`src/rtl/csa_accum_pipe.sv`:
```
// Multi-operand carry-save accumulator: operands are folded into redundant C/S
// vectors, then resolved to binary one CHUNK per cycle and handed out on valid/ready.
//
// state   | meaning
// --------+-------------------------------------------------------------
// IDLE    | waiting for start; results of the last run are held
// ACCUM   | accepting operands into the 3:2 compression row
// RESOLVE | carry-propagating C+S into out_sum, one chunk per cycle
// DONE    | result presented until the consumer takes it
module csa_accum_pipe #(
    parameter int WIDTH = 184,
    parameter int CHUNK = 46,
    parameter int CNT_W = 8
) (
    input  logic             clk,
    input  logic             rst,
    input  logic             start,
    input  logic             in_valid,
    output logic             in_ready,
    input  logic [WIDTH-1:0] in_data,
    input  logic             in_last,
    output logic             out_valid,
    input  logic             out_ready,
    output logic [WIDTH-1:0] out_sum,
    output logic [CNT_W-1:0] out_count,
    output logic             busy
);

    localparam int NCHUNK = WIDTH / CHUNK;
    localparam int IDX_W  = (NCHUNK > 1) ? $clog2(NCHUNK) : 1;

    typedef enum logic [1:0] {
        IDLE    = 2'd0,
        ACCUM   = 2'd1,
        RESOLVE = 2'd2,
        DONE    = 2'd3
    } state_t;

    state_t             state, state_nxt;
    logic [WIDTH-1:0]   c_q, s_q, sum_q;
    logic [CNT_W-1:0]   cnt_q;
    logic [IDX_W-1:0]   idx_q;
    logic               cy_q;

    logic               accept;
    logic               last_chunk;
    logic [WIDTH-1:0]   s_nxt, maj;
    logic [CHUNK-1:0]   s_chunk, c_chunk;
    logic [CHUNK:0]     chunk_sum;

    assign in_ready  = (state == ACCUM);
    assign out_valid = (state == DONE);
    assign busy      = (state != IDLE);
    assign out_sum   = sum_q;
    assign out_count = cnt_q;

    assign accept     = in_ready && in_valid;
    assign last_chunk = (idx_q == IDX_W'(NCHUNK - 1));

    // 3:2 compression of {S, C, operand}; the shifted-out carry is mod 2^WIDTH
    assign s_nxt = s_q ^ c_q ^ in_data;
    assign maj   = (s_q & c_q) | (s_q & in_data) | (c_q & in_data);

    assign s_chunk   = s_q[idx_q*CHUNK +: CHUNK];
    assign c_chunk   = c_q[idx_q*CHUNK +: CHUNK];
    assign chunk_sum = {1'b0, s_chunk} + {1'b0, c_chunk} + {{CHUNK{1'b0}}, cy_q};

    always_comb begin
        state_nxt = state;
        case (state)
            IDLE:    if (start) state_nxt = ACCUM;
            ACCUM:   if (accept && in_last) state_nxt = RESOLVE;
            RESOLVE: if (last_chunk) state_nxt = DONE;
            DONE:    if (out_ready) state_nxt = IDLE;
            default: state_nxt = IDLE;
        endcase
    end

    always_ff @(posedge clk) begin
        if (rst) begin
            state <= IDLE;
        end else begin
            state <= state_nxt;
        end
    end

    always_ff @(posedge clk) begin
        if (rst) begin
            c_q   <= '0;
            s_q   <= '0;
            sum_q <= '0;
            cnt_q <= '0;
            idx_q <= '0;
            cy_q  <= 1'b0;
        end else begin
            case (state)
                IDLE: begin
                    if (start) begin
                        c_q   <= '0;
                        s_q   <= '0;
                        cnt_q <= '0;
                    end
                end
                ACCUM: begin
                    if (accept) begin
                        s_q <= s_nxt;
                        c_q <= {maj[WIDTH-2:0], 1'b0};
                        if (cnt_q != '1) cnt_q <= cnt_q + 1'b1;
                        if (in_last) begin
                            idx_q <= '0;
                            cy_q  <= 1'b0;
                        end
                    end
                end
                RESOLVE: begin
                    sum_q[idx_q*CHUNK +: CHUNK] <= chunk_sum[CHUNK-1:0];
                    cy_q  <= chunk_sum[CHUNK];
                    idx_q <= idx_q + 1'b1;
                end
                default: ;
            endcase
        end
    end

endmodule

```
`config.mk`:
```
export PLATFORM = sky130hd
export DESIGN_NAME = csa_accum_pipe
export DESIGN_NICKNAME = d
export VERILOG_FILES = /design/src/rtl/csa_accum_pipe.sv
export SDC_FILE = /design/constraint.sdc
export NUM_CORES = 2
export LEC_CHECK = 0
export ABC_AREA = 1
export CAP_MARGIN = 20
export CORE_MARGIN = 2
export CORE_UTILIZATION = 37
export DETAILED_ROUTE_END_ITERATION = 10
export PLACE_DENSITY = 0.61
export SLEW_MARGIN = 25
export SYNTH_ARGS = -nofsm -noshare
export SYNTH_HDL_FRONTEND = slang
export SYNTH_SLANG_ARGS = --single-unit
```
`constraint.sdc`:
```
create_clock -name clk -period 6.51 [get_ports clk]
set_input_delay 1.6275 -clock clk [delete_from_list [all_inputs] [get_ports clk]]
set_output_delay 1.6275 -clock clk [all_outputs]
set_load 0.02 [all_outputs]
```
Yosys cells after proc, flatten, opt, wreduce, memory -nomap -nowiden
Index checks and enable logic that the tools add are counted.
W data, S select, Z words.
- register bits after elaboration: 565
- bits of input ports: 190
- output and inout bits: 195
- logic and storage cells: 67
- add/sub/neg operators: 5
- multiply operators: 1
- equal/unequal tests: 12
- shift operators: 4
- muxes and demuxes: 21
- bitwise logic cells: 7
- reductions and logical operators: 10
- operators with widths (operator ; count):
    $pmux W184 S2 ; 2
    $mux W184 ; 3
    $and A183 B183 Y183 ; 3
    $shiftx A184 B9 Y46 ; 2
    $xor A184 B184 Y184 ; 2
    $or A183 B183 Y183 ; 2
    $bwmux W184 ; 1
    $shift A46 B34 Y184 const A ; 1
    $shiftx A46 B34 Y184 ; 1
    $add A46 B46 Y47 ; 1
    $add A47 B1 Y47 ; 1
    $neg A8 Y34 ; 1
    $mux W8 ; 3
    $pmux W8 S2 ; 1
    $mux W2 ; 6
    $ne A2 B1 Y1 const B ; 5
    $add A8 B1 Y8 const B ; 1
    $ne A8 B8 Y1 const B ; 1
    $pmux W2 S4 ; 1
    $reduce_and A4 Y1 ; 2
    $mul A2 B5 Y7 const B ; 1
    $eq A2 B2 Y1 const B ; 3
    $reduce_and A3 Y1 ; 2
    $reduce_bool A2 Y1 ; 3
    8 further kinds ; 11

Longest topological paths before layout
- depth after elaboration: 6
- mapped depth: 30
- depth with buffers taken out: 26

Least setup slack after synthesis
Ideal clock, no wire load.
- kind: reg-to-reg
- from: register idx_q[0]
- to: register sum_q[136] (netlist: out_sum[136])
- setup time: 132 ps
- arrival time: 3738 ps
- required time: 6378 ps
- slack: 2639 ps
- stages on the path, launching flop included: 27
- path buffers: 5
- clock period less this slack: 3871 ps
- cell sequence: dfxtp_1 buf_2 buf_2 buf_1 clkbuf_1 clkbuf_1 nor2_1 o22ai_1 fa_1 fa_1 nand3_1 nand3_2 nand2_1 nand2_1 nand3_1 nand2_2 or2_2 nand2_1 inv_1 nand2_1 nand2_1 a21boi_1 nand2_1 nand3_2 o21ai_2 nand2_1 a21oi_1
- cells in the longest elaborated chain, start to end: 6
- elaborated cells between the ends (all ways): 9
- classes of those cells: 3 x add/sub; 1 x mul; 4 x shift; 1 x mux
- ends and longest elaborated chain (element ; RTL line ; RTL):
    start: declaration ; 42 ; logic [IDX_W-1:0] idx_q;
    start signal: assignment ; 118 ; idx_q <= idx_q + 1'b1;
    $mul A2 B5 Y7 (*) ; 64, 65, 116 ;
    $shiftx A184 B9 Y46, on equally long branches ; 64, 65 ;
    $add A46 B46 Y47 ; 66 ; assign chunk_sum = {1'b0, s_chunk} + {1'b0, c_chunk} + {{CHUNK{1'b0}}, cy_q};
    $add A47 B1 Y47 ; 66 ;
    $shiftx A46 B34 Y184 ; 116 ; sum_q[idx_q*CHUNK +: CHUNK] <= chunk_sum[CHUNK-1:0];
    $bwmux W184 (*) ; 116 ;
    end signal: indexed assignment ; 116 ;
    end: declaration ; 40 ; logic [WIDTH-1:0] c_q, s_q, sum_q;
Mark *: on every way between the ends. The rest lies on a longest branch, timed or not.
A chain may end at the register's enable or synchronous reset.

Worst setup path after layout
- from: register idx_q[1]
- to: register sum_q[5] (netlist: out_sum[5])
The elaborated chain is that of the path after synthesis.

==> run_results.csv <==
group,metric,value,unit
clock_network,clk_path_buf_depth,3,
synth,ys_seq_elements,564,
route,finalWirelength,133000,um
timing,setup_violations,0,
clock_network,tritoncts,"done",
worst_hold_path,min_path_type,"reg2reg",
final_layout,nFillCells,9429,
timing,worstMarginPinSlew,1.28,ns
global_route,grt_start_max_net_pins,213,
floorplan,rows,111,
clock_network,numCtsBuffers,67,
timing,period_minus_slack,4.91,ns
final_layout,nNetsFinal,5394,
synth,synth.most_common_cell,"nand2_1",
route,drc,0,
final_layout,regArea,11300,sq um
worst_setup_path,rrSetupSlack,1.60,ns
worst_setup_path,worstSetupPathType,"reg2reg",
synth,synth-xor-area-share,0.00741,
final_layout,final_core_util,0.446,
worst_setup_path,critPathSlowestCell,"ha_1",
global_route,grt-ovfl-total,0,
synth,yosysSeqAreaShare,0.329,
synth,yosysWarningCount,0,
timing,slew_viol_final,0,
synth,netlist_instances,4826,
worst_setup_path,reg2reg_depth,11,
worst_setup_path,critPathArrivalTime,5.36,ns
placement,dpl.hpwl,95900,um
clock_network,clk_latency,0.64,ns
synth,ys_top_cells_by_count,"1122 x nand2_1, 745 x nand3_1, 612 x a21oi_1",
floorplan,dieArea,95100,sq um
synth,synth-async-reset-ratio,0,
synth,yosys.area_share.adder,0.128,
floorplan,core_area,91800,sq um
pwr,max-vdd-ir-drop,0.000308,V
route,vias_per_cell,5.59,
floorplan,dieHeight,308,um
route,num_vias,34900,
status,status,"finished, final reports clean",
timing,slew_headroom,0.148,
final_layout,syn_to_final_growth,19.3,%
floorplan,pin_count,385,
worst_setup_path,path_delay_family,"simple AND/OR/NAND/NOR gates",
synth,synth-simple-area-share,0.305,
global_route,first_global_vias,32100,
clock_network,clockRootBuffer,"clkbuf_16",
clock_network,cts_num_sinks,564,
synth,synth_top_family_by_area,"simple AND/OR/NAND/NOR gates",
worst_setup_path,worstSetupStartpoint,"idx_q[1]",
synth,synth_top_area_share,0.329,
synth,yosys.area.top_type,"dfxtp_1",
synth,synth_area_leaders,"dfxtp_1 33%, nand2_1 12%, nand3_1 11%",
worst_setup_path,worstSetupEndpointType,"register",
worst_setup_path,timing.rr.end,"out_sum[5]",
pwr,p_per_area,399,nW/um^2
worst_setup_path,required,6.95,ns
worst_setup_path,cp_num_cells,11,
route,wl_per_cell,21.3,um
synth,syn_nets,5257,
clock_network,hold_buffers,0,
global_route,grt_pass1_wl,200000,um
synth,synth-main-ff-cell,"dfxtp_1",
pwr,leakagePower,15.4,nW
timing,fin_skew,0.0403,ns
synth,synth_mux_area_frac,0,
clock_network,clk_pin_slew,0.06,ns
worst_setup_path,worstPathCellList,"inv_2 -> ha_1 -> nor2_1 -> nor2_4 -> inv_2 -> nor2_1 -> clkinv_1 -> o21ai_0 -> a21oi_1 -> o211ai_1 -> a21oi_1",
worst_setup_path,setup.worst_path.start_class,"register",
final_layout,multi_input_area,20900,sq um
global_route,grt_use_total,0.271,
synth,post_synth_num_cell_types,55,
global_route,antenna_found_initial,1,
timing,max_freq,204,MHz
worst_setup_path,crit_path_end,"out_sum[5]",
timing,finalHoldViolations,0,
timing,rsz0062_at_grt,"false",
placement,routabilityCongestion,1.03,
route,firstDrtPassIters,8,
placement,port_buffers,384,
worst_setup_path,cp_slowest_stage_delay,0.86,ns
synth,synth_edf_count,0,
route,drtIter0Drc,4261,
route,ant_nets,0,
worst_setup_path,worst-path-max-fanout,49,
clock_network,h-tree-depth,3,
job,cap_violations,0,
worst_setup_path,r2r-start,"idx_q[1]",
worst_setup_path,cp_num_buf_inv,3,
synth,syn_area,34300,sq um
floorplan,die_x,308,um
clock_network,cts.repair.resized,0,
pwr,p_total,0.0163,W
floorplan,start_util,0.373,
clock_network,cts_setup_buffers,0,
synth,synth-compound-area-share,0.168,
final_layout,drive_gt1_frac,0.0585,
timing,setup_tns,0,ns
synth,avgSynthCellArea,7.10,sq um
timing,fin_crit_sh,0.754,
==> worst min path at each step <==
stage               slack (ns)           to  depth (start not counted)         from
floorplan                 0.44     s_q[183]                          1     s_q[183]
global placement          0.45  out_sum[11]                          2  out_sum[11]
detailed placement        0.46   out_sum[1]                          2   out_sum[1]
CTS                       0.46  out_sum[71]                          2  out_sum[71]
global route              0.47   out_sum[2]                          2   out_sum[2]
finish                    0.46  out_sum[93]                          2  out_sum[93]
==> through the flow <==
stage	area, sq um	hold slack, ns	std cells	setup WS (ns)
6_report	40900	0.463	6252	1.60
5_1_grt	40900	0.473	6252	1.40
4_1_cts	40900	0.465	6251	1.77
3_5_place_dp	38700	0.455	6137	1.82
3_3_place_gp	38700	0.451	6137	1.78
2_1_floorplan	34300	0.437	4826	2.64
==> power by group <==
group / internal [W] / leakage [nW] / switching (W)
Sequential: 0.00368 / 4.55 / 0.000188
Clock: 0.00220 / 1.06 / 0.00158
Combinational: 0.00229 / 9.83 / 0.00638
Total: 0.00817 / 15.4 / 0.00815
==> logic make-up (layout without fill, tap and decap cells) <==
| family | Yosys count | after routing |
|---|---|---|
| buf+inv | 548 | 730 |
| compound gates | 1092 | 1092 |
| flops | 564 | 564 |
| simple gates | 2358 | 2358 |
| other cells | 0 | 1 |
| xor+xnor | 23 | 23 |
| fa+ha+maj | 241 | 241 |
==> tightest hold or removal path: stages (launching register included) <==
cell	delay (ns)
dfxtp_1	0.31
nand2_1	0.06
a21oi_1	0.05
==> state kept, by name, summed over array words and instances, names as in the netlist <==
signal	flops
c_q	183
cy_q	1
idx_q	2
out_count	8
out_sum	184
s_q	184
state	2
==> final cells by class <==
type / instances / share of cell area
multi-input combinational: 3714 / 0.511
sequential: 564 / 0.276
timing repair buffer: 427 / 0.104
clock buffer: 98 / 0.0485
tap: 1243 / 0.0380
inverter: 189 / 0.0177
clock inverter: 16 / 0.00456
antenna: 1 / 0.0000612
==> routing by layer <==
metal / GRT usage / wire length (um)
met3: 0.0452 / 10600
met2: 0.423 / 60000
met1: 0.386 / 58900
met5: 0 / 0
met4: 0.0733 / 3560
==> placed cells by master (no fill, tap or decap), types with 8 or more instances in the layout <==
master,count
o22ai_1,105
o21ai_1,43
nor2_1,301
fa_1,184
inv_2,14
xor2_1,9
inv_1,168
nand3b_1,8
clkbuf_1,14
nand2_2,29
nor3_1,18
a21oi_1,612
ha_1,55
o21bai_1,8
nor2_2,22
buf_4,35
clkbuf_16,69
o21ai_0,278
nand3_1,744
dfxtp_1,562
nand2_1,1122
clkbuf_8,15
nand3_2,39
o211ai_1,16
clkdlybuf4s50_1,383
nand4_1,43
(Power assumes the default switching activity.)
